[src/rtl/beta_if_stage_pkg.sv]
// Shared types and constants for the beta instruction fetch stage.
package beta_if_stage_pkg;

    typedef enum logic [2:0] {
        IDLE,
        REQ,
        WAIT,
        HOLD,
        FAULT
    } if_state_t;

    localparam int INSTR_BYTES = 4;

    function automatic logic is_aligned(input logic [1:0] lsb);
        return lsb == 2'b00;
    endfunction

endpackage

[src/rtl/beta_if_stage_if.sv]
// Instruction-memory request/grant/valid port of the fetch stage.
interface beta_if_stage_if #(
    parameter int DataWidth = 32
) ();

    logic                 req;
    logic [DataWidth-1:0] addr;
    logic                 gnt;
    logic                 rvalid;
    logic [DataWidth-1:0] rdata;

    modport master (
        output req,
        output addr,
        input  gnt,
        input  rvalid,
        input  rdata
    );

    modport slave (
        input  req,
        input  addr,
        output gnt,
        output rvalid,
        output rdata
    );

endinterface

[src/rtl/beta_pc_gen.sv]
// Program counter with +4 increment, pending-redirect register and target alignment check.
module beta_pc_gen
    import beta_if_stage_pkg::*;
#(
    parameter int                   DataWidth = 32,
    parameter logic [DataWidth-1:0] BootAddr  = '0
) (
    input  logic                 clk_i,
    input  logic                 rst_i,
    input  logic                 i_advance,
    input  logic                 i_redirect,
    input  logic [DataWidth-1:0] i_target,
    output logic [DataWidth-1:0] o_pc,
    output logic [DataWidth-1:0] o_next_pc,
    output logic                 o_pending,
    output logic                 o_fault
);

    logic [DataWidth-1:0] r_pc;
    logic [DataWidth-1:0] r_pend_tgt;
    logic                 r_pend_vld;
    logic [DataWidth-1:0] w_tgt;
    logic                 w_have_tgt;

    // A redirect arriving this cycle supersedes any older pending target.
    assign w_tgt      = i_redirect ? i_target : r_pend_tgt;
    assign w_have_tgt = i_redirect | r_pend_vld;

    assign o_pc      = r_pc;
    assign o_next_pc = r_pc + DataWidth'(INSTR_BYTES);
    assign o_pending = r_pend_vld;
    assign o_fault   = w_have_tgt & ~is_aligned(w_tgt[1:0]);

    always_ff @(posedge clk_i) begin
        if (rst_i) begin
            r_pc       <= BootAddr;
            r_pend_vld <= 1'b0;
        end else if (i_advance) begin
            r_pc       <= w_have_tgt ? w_tgt : o_next_pc;
            r_pend_vld <= 1'b0;
        end else if (i_redirect) begin
            r_pend_vld <= 1'b1;
        end
    end

    always_ff @(posedge clk_i) begin
        if (i_redirect && !i_advance) begin
            r_pend_tgt <= i_target;
        end
    end

endmodule

[src/rtl/beta_if_stage.sv]
// Instruction fetch stage: fetch FSM, instruction/next-PC registers and redirect handling.
module beta_if_stage
    import beta_if_stage_pkg::*;
#(
    parameter int                   DataWidth = 32,
    parameter logic [DataWidth-1:0] BootAddr  = 32'h0000_0000
) (
    input  logic                 clk_i,
    input  logic                 rst_i,
    beta_if_stage_if.master      imem,
    output logic [DataWidth-1:0] if_instr_o,
    output logic                 if_new_instr_o,
    output logic [DataWidth-1:0] if_next_pc_o,
    input  logic                 if_ready_i,
    input  logic                 if_jump_en_i,
    input  logic [DataWidth-1:0] if_jump_target_i,
    output logic                 if_fetch_fault_o,
    output logic                 if_stage_busy_o
);

    if_state_t            r_state;
    if_state_t            w_state_nxt;
    logic                 r_discard;
    logic                 w_discard_nxt;
    logic                 r_stale;
    logic                 r_new_instr;
    logic                 r_fault;
    logic                 r_busy;
    logic [DataWidth-1:0] r_instr;
    logic [DataWidth-1:0] r_next_pc;

    logic [DataWidth-1:0] w_pc;
    logic [DataWidth-1:0] w_pc_plus4;
    logic                 w_pending;
    logic                 w_fault;
    logic                 w_advance;
    logic                 w_deliver;
    logic                 w_rsp;
    logic                 w_done;
    logic                 w_drop;
    logic                 w_inflight;

    beta_pc_gen #(
        .DataWidth (DataWidth),
        .BootAddr  (BootAddr)
    ) u_pc_gen (
        .clk_i      (clk_i),
        .rst_i      (rst_i),
        .i_advance  (w_advance),
        .i_redirect (if_jump_en_i),
        .i_target   (if_jump_target_i),
        .o_pc       (w_pc),
        .o_next_pc  (w_pc_plus4),
        .o_pending  (w_pending),
        .o_fault    (w_fault)
    );

    // A response owed to a transaction abandoned by reset is swallowed before anything else.
    assign w_rsp      = imem.rvalid & ~r_stale;
    assign w_done     = w_rsp & (((r_state == REQ) & imem.gnt) | (r_state == WAIT));
    assign w_drop     = r_discard | w_pending | if_jump_en_i;
    assign w_inflight = ((r_state == WAIT) | ((r_state == REQ) & imem.gnt)) & ~w_rsp;

    assign imem.req  = (r_state == REQ);
    assign imem.addr = w_pc;

    always_comb begin
        w_state_nxt   = r_state;
        w_advance     = 1'b0;
        w_deliver     = 1'b0;
        w_discard_nxt = r_discard;
        unique case (r_state)
            IDLE: begin
                w_advance   = if_jump_en_i;
                w_state_nxt = (if_jump_en_i && w_fault) ? FAULT : REQ;
            end
            REQ: begin
                if (imem.gnt) begin
                    w_state_nxt = WAIT;
                end
            end
            WAIT: begin
                if (if_jump_en_i) begin
                    w_discard_nxt = 1'b1;
                end
            end
            HOLD: begin
                w_advance = if_jump_en_i;
                if (if_jump_en_i && w_fault) begin
                    w_state_nxt = FAULT;
                end else if (if_ready_i) begin
                    w_state_nxt = REQ;
                end
            end
            FAULT: begin
                w_advance = if_jump_en_i & ~w_fault;
                if (w_advance) begin
                    w_state_nxt = REQ;
                end
            end
            default: w_state_nxt = IDLE;
        endcase

        // Completion moves the PC either to PC+4 or to the redirect target that killed the fetch.
        if (w_done) begin
            w_advance     = 1'b1;
            w_deliver     = ~w_drop;
            w_discard_nxt = 1'b0;
            if (w_fault) begin
                w_state_nxt = FAULT;
            end else if (w_drop) begin
                w_state_nxt = REQ;
            end else begin
                w_state_nxt = HOLD;
            end
        end
    end

    always_ff @(posedge clk_i) begin
        if (rst_i) begin
            r_state     <= IDLE;
            r_discard   <= 1'b0;
            r_stale     <= (r_stale & ~imem.rvalid) | w_inflight;
            r_new_instr <= 1'b0;
            r_fault     <= 1'b0;
            r_busy      <= 1'b0;
            r_instr     <= '0;
            r_next_pc   <= '0;
        end else begin
            r_state     <= w_state_nxt;
            r_discard   <= w_discard_nxt;
            r_stale     <= r_stale & ~imem.rvalid;
            r_new_instr <= w_deliver;
            r_fault     <= (w_state_nxt == FAULT);
            r_busy      <= (w_state_nxt == REQ) | (w_state_nxt == WAIT) | (r_stale & ~imem.rvalid);
            if (w_deliver) begin
                r_instr   <= imem.rdata;
                r_next_pc <= w_pc_plus4;
            end
        end
    end

    assign if_instr_o       = r_instr;
    assign if_new_instr_o   = r_new_instr;
    assign if_next_pc_o     = r_next_pc;
    assign if_fetch_fault_o = r_fault;
    assign if_stage_busy_o  = r_busy;

endmodule

[src/flat_wrapper.sv]
// flat-port wrapper written by rule: the top's interface ports become plain ports
module beta_if_stage_flat import beta_if_stage_pkg::*;
#(
    parameter int                   DataWidth = 32,
    parameter logic [DataWidth-1:0] BootAddr  = 32'h0000_0000
)
  (clk_i, rst_i, if_instr_o, if_new_instr_o, if_next_pc_o, if_ready_i, if_jump_en_i, if_jump_target_i, if_fetch_fault_o, if_stage_busy_o, imem_req, imem_addr, imem_gnt, imem_rvalid, imem_rdata);
  beta_if_stage_if #(.DataWidth(DataWidth)) imem_i ();
  input  logic clk_i;
  input  logic rst_i;
  output logic [DataWidth-1:0] if_instr_o;
  output logic if_new_instr_o;
  output logic [DataWidth-1:0] if_next_pc_o;
  input  logic if_ready_i;
  input  logic if_jump_en_i;
  input  logic [DataWidth-1:0] if_jump_target_i;
  output logic if_fetch_fault_o;
  output logic if_stage_busy_o;
  output wire logic [$bits(imem_i.req)-1:0] imem_req;
  output wire logic [$bits(imem_i.addr)-1:0] imem_addr;
  input wire logic [$bits(imem_i.gnt)-1:0] imem_gnt;
  input wire logic [$bits(imem_i.rvalid)-1:0] imem_rvalid;
  input wire logic [$bits(imem_i.rdata)-1:0] imem_rdata;
  assign imem_req = imem_i.req;
  assign imem_addr = imem_i.addr;
  assign imem_i.gnt = imem_gnt;
  assign imem_i.rvalid = imem_rvalid;
  assign imem_i.rdata = imem_rdata;
  beta_if_stage #(.DataWidth(DataWidth), .BootAddr(BootAddr)) u_core (.clk_i(clk_i), .rst_i(rst_i), .imem(imem_i), .if_instr_o(if_instr_o), .if_new_instr_o(if_new_instr_o), .if_next_pc_o(if_next_pc_o), .if_ready_i(if_ready_i), .if_jump_en_i(if_jump_en_i), .if_jump_target_i(if_jump_target_i), .if_fetch_fault_o(if_fetch_fault_o), .if_stage_busy_o(if_stage_busy_o));
endmodule
[config.mk]
export PLATFORM = sky130hd
export DESIGN_NAME = beta_if_stage_flat
export DESIGN_NICKNAME = d
export VERILOG_FILES = /design/src/rtl/beta_if_stage_pkg.sv /design/src/rtl/beta_if_stage_if.sv /design/src/rtl/beta_pc_gen.sv /design/src/rtl/beta_if_stage.sv /design/src/flat_wrapper.sv
export SDC_FILE = /design/constraint.sdc
export NUM_CORES = 1
export LEC_CHECK = 0
export CAP_MARGIN = 20
export CORE_MARGIN = 5
export CORE_UTILIZATION = 50
export CTS_BUF_LIST = sky130_fd_sc_hd__clkbuf_4 sky130_fd_sc_hd__clkbuf_8
export DETAILED_ROUTE_END_ITERATION = 8
export HOLD_SLACK_MARGIN = 0.12
export PLACE_DENSITY = 0.83
export SYNTH_ARGS = -nofsm -noshare
export SYNTH_HDL_FRONTEND = slang
export SYNTH_SLANG_ARGS = --single-unit
[constraint.sdc]
create_clock -name clk_i -period 5.6 [get_ports clk_i]
set_clock_uncertainty 0.1 [all_clocks]
set_input_delay 1.12 -clock clk_i [delete_from_list [all_inputs] [get_ports clk_i]]
set_output_delay 1.12 -clock clk_i [all_outputs]
set_load 0.01 [all_outputs]
==> metrics.txt <==
Internal=0.00170 W; core area=12100 um^2; FF-to-FF End=u_core.u_pc_gen.r_pend_tgt[21]; ranking of synthesized cells by area=dfxtp_1 (34%), edfxtp_1 (15%), nand2_1 (5.7%), a21oi_1 (5.1%), a211oi_1 (4.2%); synthesized area=a little over 6000 um^2; Final Hold Vio Count=0; Remaining DRCs=0; WL/cell=18.1 um; vias per cell=5.75; Layout Area Growth over Synthesis=33.7%; clk_lat worst skew=0.45 ns; Net Switching=0.000681 W; number of buffers created by CTS=17; switching share of total power=28.6%; post-synth top area share=33.9%; synth cell count leaders=dfxtp_1 (105), nand2_1 (95), a21oi_1 (63), nor2_1 (63), clkbuf_1 (36); setup_tns=0 ns; Fillers=999; hold endpoint=u_core.if_instr_o[2]; Mean Syn Cell Area=9.11 um^2; Final HPWL DP=12800 um; status=completed; I/O Pins=170; ys flop type=dfxtp_1; sequential share of power=49.0%; final WL=between 15000 and 20000 um; share of layout cells above drive strength 1=8.14%; gp weighted congestion=~0.85; Root Buffer=clkbuf_8; pin count of the biggest net entering global routing=100; Critical Setup Path Class=in -> reg; Clock Power Share=about a third; first-pass GRT wire length=28700 um; launching point of the worst reg2reg path=u_core.r_state[0]; Comb pwr share=18.1%; sequential-to-total area share from yosys stat=49.3%; worst vdd ir=0.173 mV; Yosys cell types=roughly 70; setup slack on the worst flop-to-flop path=2.63 ns; RSZ-0062 raised after global routing=false; Routed Antenna Nets=0; clock-pin slew on the worst setup and hold paths=0.07 ns; Mapped Nets=753; area of the multi-input gates=approximately 2800 um^2; post-CTS setup buffers=0; vias in the first global route=~5.5k; antenna violations before repair=0; Max Freq=265 MHz; vias post-DR=5772; port bufs=169; CP endpoint kind=register; first drt pass iteration count=7; worst hold path depth=2; fin crit period=3.77 ns; WP data arrival=~3.8 ns; max_slew headroom=29.2%; peak fanout along the critical path=43; die area=approximately 15000 um^2; CTS tree=built; CTS Hold Bufs=0; initial drt markers=around 440; Hold Path Class=reg -> reg; CP Launch Type=input port; register area=3060 um^2; worst-margin pin slew=between 1 and 1.5 ns; asr flop ratio synth=0%; Yosys warnings=0; most numerous cell in the Yosys netlist=dfxtp_1; WHS=0.348 ns; worst-case clock buffer depth=2; remaining global-route overflow=0; hold_sp=u_core.if_instr_o[2]; die span in y=roughly 120 um; leakage power=between 2 and 3 nW; final setup vio count=0; post-synthesis instance total=682; Initial Utilization=just over 50%; Worst R2R Path Depth=5; Pwr Density=286 nW/um^2; CTS Sinks=~140; PostCTS Resize Cnt=0; nets@finish=893; n_diodes=0; Yosys top cell by area=dfxtp_1; fin. max-slew vios=0; Die X=121 um; post-synthesis sequential element count=between 100 and 150; Rows=40; Post-synth EDFFs=32; Maximum Capacitance Violations=0; CP required=between 5 and 6 ns; final period utilization=approximately two thirds; H-tree level count=4; GRT Total Usage=24.5%
per-layer routing:
layer  global-route usage, %  wire length (um)  up-vias
li1                        -                 -     2758
met1                    30.2              7300     2721
met2                    40.1              8930      262
met3                    8.21              1630       31
met4                    8.26               319        0
met5                       0                 0        -
power groups by stage:
stage / registers (W) / logic, W / clock network, W
after global placement: 0.00118 / 0.000406 / 0
after CTS: 0.00116 / 0.000430 / 0.000793
after global routing: 0.00117 / 0.000467 / 0.000844
final: 0.00116 / 0.000430 / 0.000782
after detailed placement: 0.00118 / 0.000428 / 0
after floorplan: 0.00117 / 0.000228 / 0
worst max-delay path: stages:
cell and delay, ns:
clkdlybuf4s50_1 0.41, buf_4 0.28, nor2b_1 0.20, a22o_1 0.24
or2_2 0.53, nor2_2 0.62, buf_4 0.40
placed cells by master, fill, tap and decap left out, types with 4 or more instances in the layout:
master	instances
nor3_1	12
xnor2_1	21
a221oi_1	5
nor4b_1	4
a211oi_1	35
o31a_1	4
o21ai_0	25
nand3_1	11
xor2_1	7
and3_1	5
edfxtp_1	32
inv_1	17
a21oi_1	63
nor2_2	4
nand2_1	95
a31oi_1	6
nor2b_1	4
clkdlybuf4s50_1	168
a22o_1	7
o21a_1	4
nand4_1	8
o32ai_1	9
dfxtp_1	105
clkinv_2	8
nor2_1	61
buf_4	10
nor4_1	6
nand2b_1	4
clkbuf_8	18
or2_2	5
a22oi_1	11
how the worst max path moves through the flow:
stage            startpoint                        endpoint  slack, ns  depth (start not counted)
5_1_grt        if_jump_en_i   u_core.u_pc_gen.r_pend_tgt[7]       1.73                          7
3_5_place_dp   if_jump_en_i   u_core.u_pc_gen.r_pend_tgt[6]       1.35                          7
2_1_floorplan   imem_rvalid   u_core.u_pc_gen.r_pend_tgt[0]       1.66                          6
3_3_place_gp   if_jump_en_i  u_core.u_pc_gen.r_pend_tgt[18]       1.47                          7
4_1_cts        if_jump_en_i   u_core.u_pc_gen.r_pend_tgt[6]       1.83                          7
6_report       if_jump_en_i  u_core.u_pc_gen.r_pend_tgt[21]       1.83                          7
sequential cells by signal (all words and copies together), names as in the netlist:
register and count:
u_core.if_fetch_fault_o 1, u_core.if_instr_o 32, u_core.if_new_instr_o 1, u_core.u_pc_gen.r_pend_tgt 32, u_core.r_state 3, u_core.if_next_pc_o 32, u_core.r_stale 1, u_core.u_pc_gen.o_pc 32
u_core.r_discard 1, u_core.u_pc_gen.o_pending 1, u_core.if_stage_busy_o 1
final cells by class:
type                       instances  share of cell area, %
clock buffer                      18                   2.98
clock inverter                    14                   1.54
inverter                          17                  0.769
multi-input combinational        470                   33.8
sequential                       137                   36.9
tap                              168                   2.53
timing repair buffer             179                   21.5
metrics by stage:
stage | cell area [um^2] | util, % | worst slack [ns] | cells | total power [W]
floorplan | 6210 | - | 1.66 | 682 | 0.00140
global placement | 7900 | 65.2 | 1.47 | 970 | 0.00159
detailed placement | 7930 | 65.4 | 1.35 | 971 | 0.00161
CTS | 8300 | 68.5 | 1.83 | 1003 | 0.00238
global route | 8300 | 68.5 | 1.73 | 1003 | 0.00248
finish | 8300 | 68.5 | 1.83 | 1003 | 0.00238
kinds of logic (layout without fill, tap and decap cells):
family	count (synthesis)	after routing	synth area share [%]
flops	137	137	49.3
compound gates	200	200	21.7
fa+ha+maj	1	1	0.201
buf+inv	75	228	5.72
mux	1	1	0.161
xor+xnor	28	28	3.95
simple gates	240	240	19.0
Power figures use the tool's default switching activity.
==> variant 1 (same settings) <==
Add an input register stage for `if_jump_target_i`, without a reset; this delays it by one clock. The other inputs are not delayed to match.
--- a/src/rtl/beta_if_stage.sv
+++ b/src/rtl/beta_if_stage.sv
@@ -17,6 +17,12 @@
     output logic                 if_fetch_fault_o,
     output logic                 if_stage_busy_o
 );
+
+    logic [DataWidth-1:0] if_jump_target_q;
+
+    always_ff @(posedge clk_i) begin
+        if_jump_target_q <= if_jump_target_i;
+    end
 
     if_state_t            r_state;
     if_state_t            w_state_nxt;
@@ -48,7 +54,7 @@
         .rst_i      (rst_i),
         .i_advance  (w_advance),
         .i_redirect (if_jump_en_i),
-        .i_target   (if_jump_target_i),
+        .i_target   (if_jump_target_q),
         .o_pc       (w_pc),
         .o_next_pc  (w_pc_plus4),
         .o_pending  (w_pending),
Behaviour: not the same (a bounded check fails within 4 cycles, from zero or initial values and one cycle with rst_i high).
==> variant 1 against the unedited design <==
  * Worst setup slack gained 0.41 ns
  * Register-to-register slack better by 0.06 ns
  * Non-clock buffer count unchanged
  * Power increased by 17%
  * Final area grew 7.8%
  * Area after synthesis is 8.6% higher
  * Sequential cell count is 32 higher
  * Wire length up 1.7%
  * Critical path type unchanged
  * Critical endpoint is now u_core.u_pc_gen.r_pend_tgt[16]$_DFFE_PP_
==> variant 1: results (changes against the unedited design) <==
INFO  metric status = completed
INFO  metric synth_enable_flop_cells = 32 (unchanged)
INFO  metric peakVddDrop = 0.203 mV (+17%)
INFO  metric wirelength = 18500 um (+1.7%)
INFO  metric sequential_area_share_after_synthesis = 54.9% (+5.6 points)
INFO  metric r2r_cells = 6 (+1)
INFO  metric cts_htree_levels = 4 (unchanged)
INFO  metric finalNetCount = 931 (+4.3%)
INFO  metric rrSetupSlack = 2.69 ns (+0.06 ns)
INFO  metric final.fill_count = 1036 (+3.7%)
INFO  metric reg2reg_from = u_core.u_pc_gen.o_pending$_SDFFE_PP0P_
INFO  metric max-slew-margin-rel = 35.6% (+6.4 points)
INFO  metric holdPathStages = 0 (-2)
INFO  metric cellInternalPower = 2040 uW (+20%)
INFO  metric layout_worst_path_cycle_share = 60.0% (-7.4 points)
INFO  metric via_count_of_the_first_global_routing_pass = 5770 (+4.0%)
INFO  metric drive_gt1_share = 6.41% (-1.7 points)
INFO  metric cts_repair_resize_count = 0 (unchanged)
INFO  metric clock_latency = 0.47 ns (+0.02 ns)
INFO  metric grt_start_max_net_pins = 73 (-27%)
INFO  metric first_iter_violations = 426 (-2.7%)
INFO  metric r2r-end = u_core.u_pc_gen.o_pc[13]$_SDFFE_PP0P_
INFO  metric synth_area_per_cell = 9.39 sq um (+3.1%)
INFO  metric worst_path_maximum_fanout = 48 (+12%)
INFO  metric via_count = 6037 (+4.6%)
INFO  metric highest_delay_cell_along_the_critical_path = sky130_fd_sc_hd__clkdlybuf4s50_1
INFO  metric remaining_drc_errors = 0 (unchanged)
INFO  metric power_combinational = 473 uW (+10%)
INFO  metric critical_path.endpoint = u_core.u_pc_gen.r_pend_tgt[16]$_DFFE_PP_
INFO  metric yosysUniqueCellTypes = 57 (-16%)
INFO  metric grt_usage = 22.9% (-1.6 points)
INFO  metric power_leakage = 0.00300 uW (+10%)
INFO  metric detailed_place_hpwl = 13000 um (+1.3%)
INFO  metric synth_commonest_cells = 137 x sky130_fd_sc_hd__dfxtp_1, 93 x sky130_fd_sc_hd__nand2_1, 74 x sky130_fd_sc_hd__nor2_1
INFO  metric syn_nets = 789 (+4.8%)
INFO  metric cpPeakStageDelay = 0.46 ns (-0.16 ns)
INFO  metric crit_arrival = 3.39 ns (-0.42 ns)
INFO  metric share_comb_of_total_power = 17.0% (-1.1 points)
INFO  metric wire_length_of_the_first_global_routing_pass = 29500 um (+2.9%)
INFO  metric post-place-cells = 1016 (+4.6%)
INFO  metric drt-vias-per-instance = 5.76 (about the same)
INFO  metric synth.top_cells.by_area = sky130_fd_sc_hd__dfxtp_1 41%, sky130_fd_sc_hd__edfxtp_1 14%, sky130_fd_sc_hd__nand2_1 5.2%, sky130_fd_sc_hd__a21oi_1 5.0%, sky130_fd_sc_hd__nor2_1 4.1%
INFO  metric gp_congestion = 0.909 (+6.5%)
INFO  metric pg_seq = 1420 uW (+22%)
## variant 1: changes by cell type after synthesis, sizes merged, moves of 6 or more
cell and delta:
dfxtp +32, nand4 +10, o21ai -7, inv -6, nor2 +9
## variant 1: logic make-up (layout without fill, tap and decap cells)
| group | Yosys count | count (layout) | share of synthesized area, % |
|---|---|---|---|
| adder cells (fa/ha/maj) | 1 | 1 | 0.186 |
| flip-flops | 169 | 169 | 54.9 |
| AND/OR/NAND/NOR | 257 | 257 | 17.9 |
| multiplexers | 2 | 2 | 0.297 |
| XOR/XNOR | 28 | 28 | 3.64 |
| buffers and inverters | 68 | 223 | 4.05 |
| AO/OA/AOI/OAI | 193 | 193 | 19.0 |
## variant 1: area by class of cell
| cell class | instances | area share, % |
|---|---|---|
| sequential | 169 | 41.4 |
| tap | 176 | 2.46 |
| multi-input combinational | 481 | 31.0 |
| clock inverter | 10 | 1.43 |
| timing repair buffer | 179 | 20.0 |
| inverter | 12 | 0.503 |
| clock buffer | 22 | 3.17 |
## variant 1: worst min-delay path by stage
| stage | startpoint | to | slack, ns |
|---|---|---|---|
| finish | u_core.if_jump_target_q[7]$_DFF_P_ | u_core.u_pc_gen.r_pend_tgt[7]$_DFFE_PP_ | 0.34 |
| global route | u_core.if_jump_target_q[2]$_DFF_P_ | u_core.u_pc_gen.r_pend_tgt[2]$_DFFE_PP_ | 0.35 |
| global placement | u_core.if_jump_target_q[4]$_DFF_P_ | u_core.u_pc_gen.r_pend_tgt[4]$_DFFE_PP_ | 0.32 |
| detailed placement | u_core.if_jump_target_q[11]$_DFF_P_ | u_core.u_pc_gen.r_pend_tgt[11]$_DFFE_PP_ | 0.32 |
| floorplan | u_core.if_jump_target_q[13]$_DFF_P_ | u_core.u_pc_gen.r_pend_tgt[13]$_DFFE_PP_ | 0.31 |
| CTS | u_core.if_jump_target_q[2]$_DFF_P_ | u_core.u_pc_gen.r_pend_tgt[2]$_DFFE_PP_ | 0.34 |
## variant 1: through the flow
stage	utilization, %	cell area [sq um]
global route	67.6	8950
detailed placement	64.4	8530
finish	67.6	8950
floorplan	-	6740
global placement	64.1	8490
CTS	67.5	8940
## variant 1: layer usage
metal,GRT usage (%),up-vias,wire (um)
met5,0,-,0
met3,5.76,37,1570
li1,-,2867,-
met1,29.1,2820,7790
met4,8.83,0,389
met2,37.7,313,8730
## variant 1: worst max-delay path: cells and delay by family
kind | cells | cell delay [ns]
buffers and inverters | 3 | 1.30
AO/OA/AOI/OAI | 1 | 0.31
AND/OR/NAND/NOR | 3 | 0.65
==> variant 2 (same settings) <==
Made on the original files. `DataWidth` is set to 32 in 4 places; all go to 16.
--- a/src/rtl/beta_if_stage_if.sv
+++ b/src/rtl/beta_if_stage_if.sv
@@ -1,6 +1,6 @@
 // Instruction-memory request/grant/valid port of the fetch stage.
 interface beta_if_stage_if #(
-    parameter int DataWidth = 32
+    parameter int DataWidth = 16
 ) ();
 
     logic                 req;
--- a/src/rtl/beta_pc_gen.sv
+++ b/src/rtl/beta_pc_gen.sv
@@ -2,7 +2,7 @@
 module beta_pc_gen
     import beta_if_stage_pkg::*;
 #(
-    parameter int                   DataWidth = 32,
+    parameter int                   DataWidth = 16,
     parameter logic [DataWidth-1:0] BootAddr  = '0
 ) (
     input  logic                 clk_i,
--- a/src/rtl/beta_if_stage.sv
+++ b/src/rtl/beta_if_stage.sv
@@ -2,7 +2,7 @@
 module beta_if_stage
     import beta_if_stage_pkg::*;
 #(
-    parameter int                   DataWidth = 32,
+    parameter int                   DataWidth = 16,
     parameter logic [DataWidth-1:0] BootAddr  = 32'h0000_0000
 ) (
     input  logic                 clk_i,
--- a/src/flat_wrapper.sv
+++ b/src/flat_wrapper.sv
@@ -1,7 +1,7 @@
 // flat-port wrapper written by rule: the top's interface ports become plain ports
 module beta_if_stage_flat import beta_if_stage_pkg::*;
 #(
-    parameter int                   DataWidth = 32,
+    parameter int                   DataWidth = 16,
     parameter logic [DataWidth-1:0] BootAddr  = 32'h0000_0000
 )
   (clk_i, rst_i, if_instr_o, if_new_instr_o, if_next_pc_o, if_ready_i, if_jump_en_i, if_jump_target_i, if_fetch_fault_o, if_stage_busy_o, imem_req, imem_addr, imem_gnt, imem_rvalid, imem_rdata);
Ports: changed (5 resized); port bits go from 170 to 90. The function was not compared with the original's and may differ.
==> variant 2 against the unedited design <==
  * Final area decreased by 47%
  * Via count decreased by 49%
  * Clock power decreased by 42%
  * First-iteration DRC count decreased by 62%
  * Synthesized cell count decreased by 47%
  * Area after synthesis decreased by 47%
  * Sequential cell count decreased by 64
  * Wire length decreased by 55%
  * Power decreased by 42%
  * Critical path depth unchanged
  * Final cell count decreased by 48%
  * Fmax increased by 4.0%
  * Worst setup slack improved by 0.15 ns
==> variant 2: results (changes against the unedited design) <==
INFO  metric areaGrowthSynthToFinish = 33.7% (about the same)
INFO  metric status = completed
INFO  metric cts_inserted_buffers = 9 (-8)
INFO  metric crit_arrival = 3.79 ns (-0.02 ns)
INFO  metric power_combinational = 293 uW (-32%)
INFO  metric io_buffers = 89 (-47%)
INFO  metric worst_hold_path.endpoint = u_core.if_instr_o[0]$_SDFFE_PP0P_
INFO  metric synth_compound_gate_area_share = 22.8% (+1.2 points)
INFO  metric rrSetupSlack = 2.73 ns (+0.10 ns)
INFO  metric timing.hold.ws = 0.351 ns (+0.00305 ns)
INFO  metric design.seq.count = 73 (-47%)
INFO  metric synthesis.instances = 361 (-47%)
INFO  metric signal_buffer_area_fraction = 21.3% (-0.20 points)
INFO  metric post-place-cells = 500 (-49%)
INFO  metric layout_worst_path_cycle_share = 64.8% (-2.6 points)
INFO  metric detailed_place_hpwl = 5740 um (-55%)
INFO  metric gp_congestion = 0.814 (-4.7%)
INFO  metric peakVddDrop = 0.236 mV (+36%)
INFO  metric power_leakage = 0.00149 uW (-45%)
INFO  metric syn_nets = 400 (-47%)
INFO  metric met2WireLength = 3880 um (-57%)
INFO  metric yosysUniqueCellTypes = 53 (-22%)
INFO  metric seq-cell-share = 36.9% (about the same)
INFO  metric p_switching = 402 uW (-41%)
INFO  metric clock_latency = 0.35 ns (-0.10 ns)
INFO  metric r2r_cells = 6 (+1)
INFO  metric reg2reg_from = u_core.r_state[1]$_SDFF_PP0_
INFO  metric detailroute.wirelength.met3 = 535 um (-67%)
INFO  metric yosys.area_share.adder = 0.381% (+0.18 points)
INFO  metric sequential_area_share_after_synthesis = 49.3% (about the same)
INFO  metric drt_pre_antenna_iters = 4 (-3)
INFO  metric hold_path_startpoint = u_core.if_instr_o[0]$_SDFFE_PP0P_
INFO  metric multi_input_area_share = 34.1% (+0.29 points)
INFO  metric via_count = 2944 (-49%)
INFO  metric synth.top_cells.by_area = sky130_fd_sc_hd__dfxtp_1 35%, sky130_fd_sc_hd__edfxtp_1 15%, sky130_fd_sc_hd__nand2_1 6.3%, sky130_fd_sc_hd__a21oi_1 6.2%, sky130_fd_sc_hd__nor2_1 3.5%
INFO  metric mux_cell_area_share_after_synthesis = 0.609% (+0.45 points)
INFO  metric grt_start_max_net_pins = 62 (-38%)
INFO  metric highest_delay_cell_along_the_critical_path = sky130_fd_sc_hd__nor3_4
INFO  metric final-instance-count-excl-fill = 518 (-48%)
[variant 2: cell types whose count changed after synthesis, moves of 6 or more]
cell,unedited run,this run
sky130_fd_sc_hd__dfxtp_1,105,57
sky130_fd_sc_hd__nand2_1,95,55
sky130_fd_sc_hd__nor2_1,63,31
sky130_fd_sc_hd__a211oi_1,35,11
sky130_fd_sc_hd__a21oi_1,63,41
sky130_fd_sc_hd__clkbuf_1,36,19
sky130_fd_sc_hd__edfxtp_1,32,16
sky130_fd_sc_hd__o21ai_0,25,9
sky130_fd_sc_hd__xnor2_1,21,6
sky130_fd_sc_hd__inv_1,17,7
sky130_fd_sc_hd__buf_2,8,2
sky130_fd_sc_hd__nand3_1,11,5
sky130_fd_sc_hd__nand4_1,8,2
sky130_fd_sc_hd__nor3_1,12,6
[variant 2: worst min-delay path, cell delays in order, from the launching register on]
cell                      delay, ns
sky130_fd_sc_hd__dfxtp_1       0.31
sky130_fd_sc_hd__nand2_1       0.05
sky130_fd_sc_hd__a21oi_1       0.05
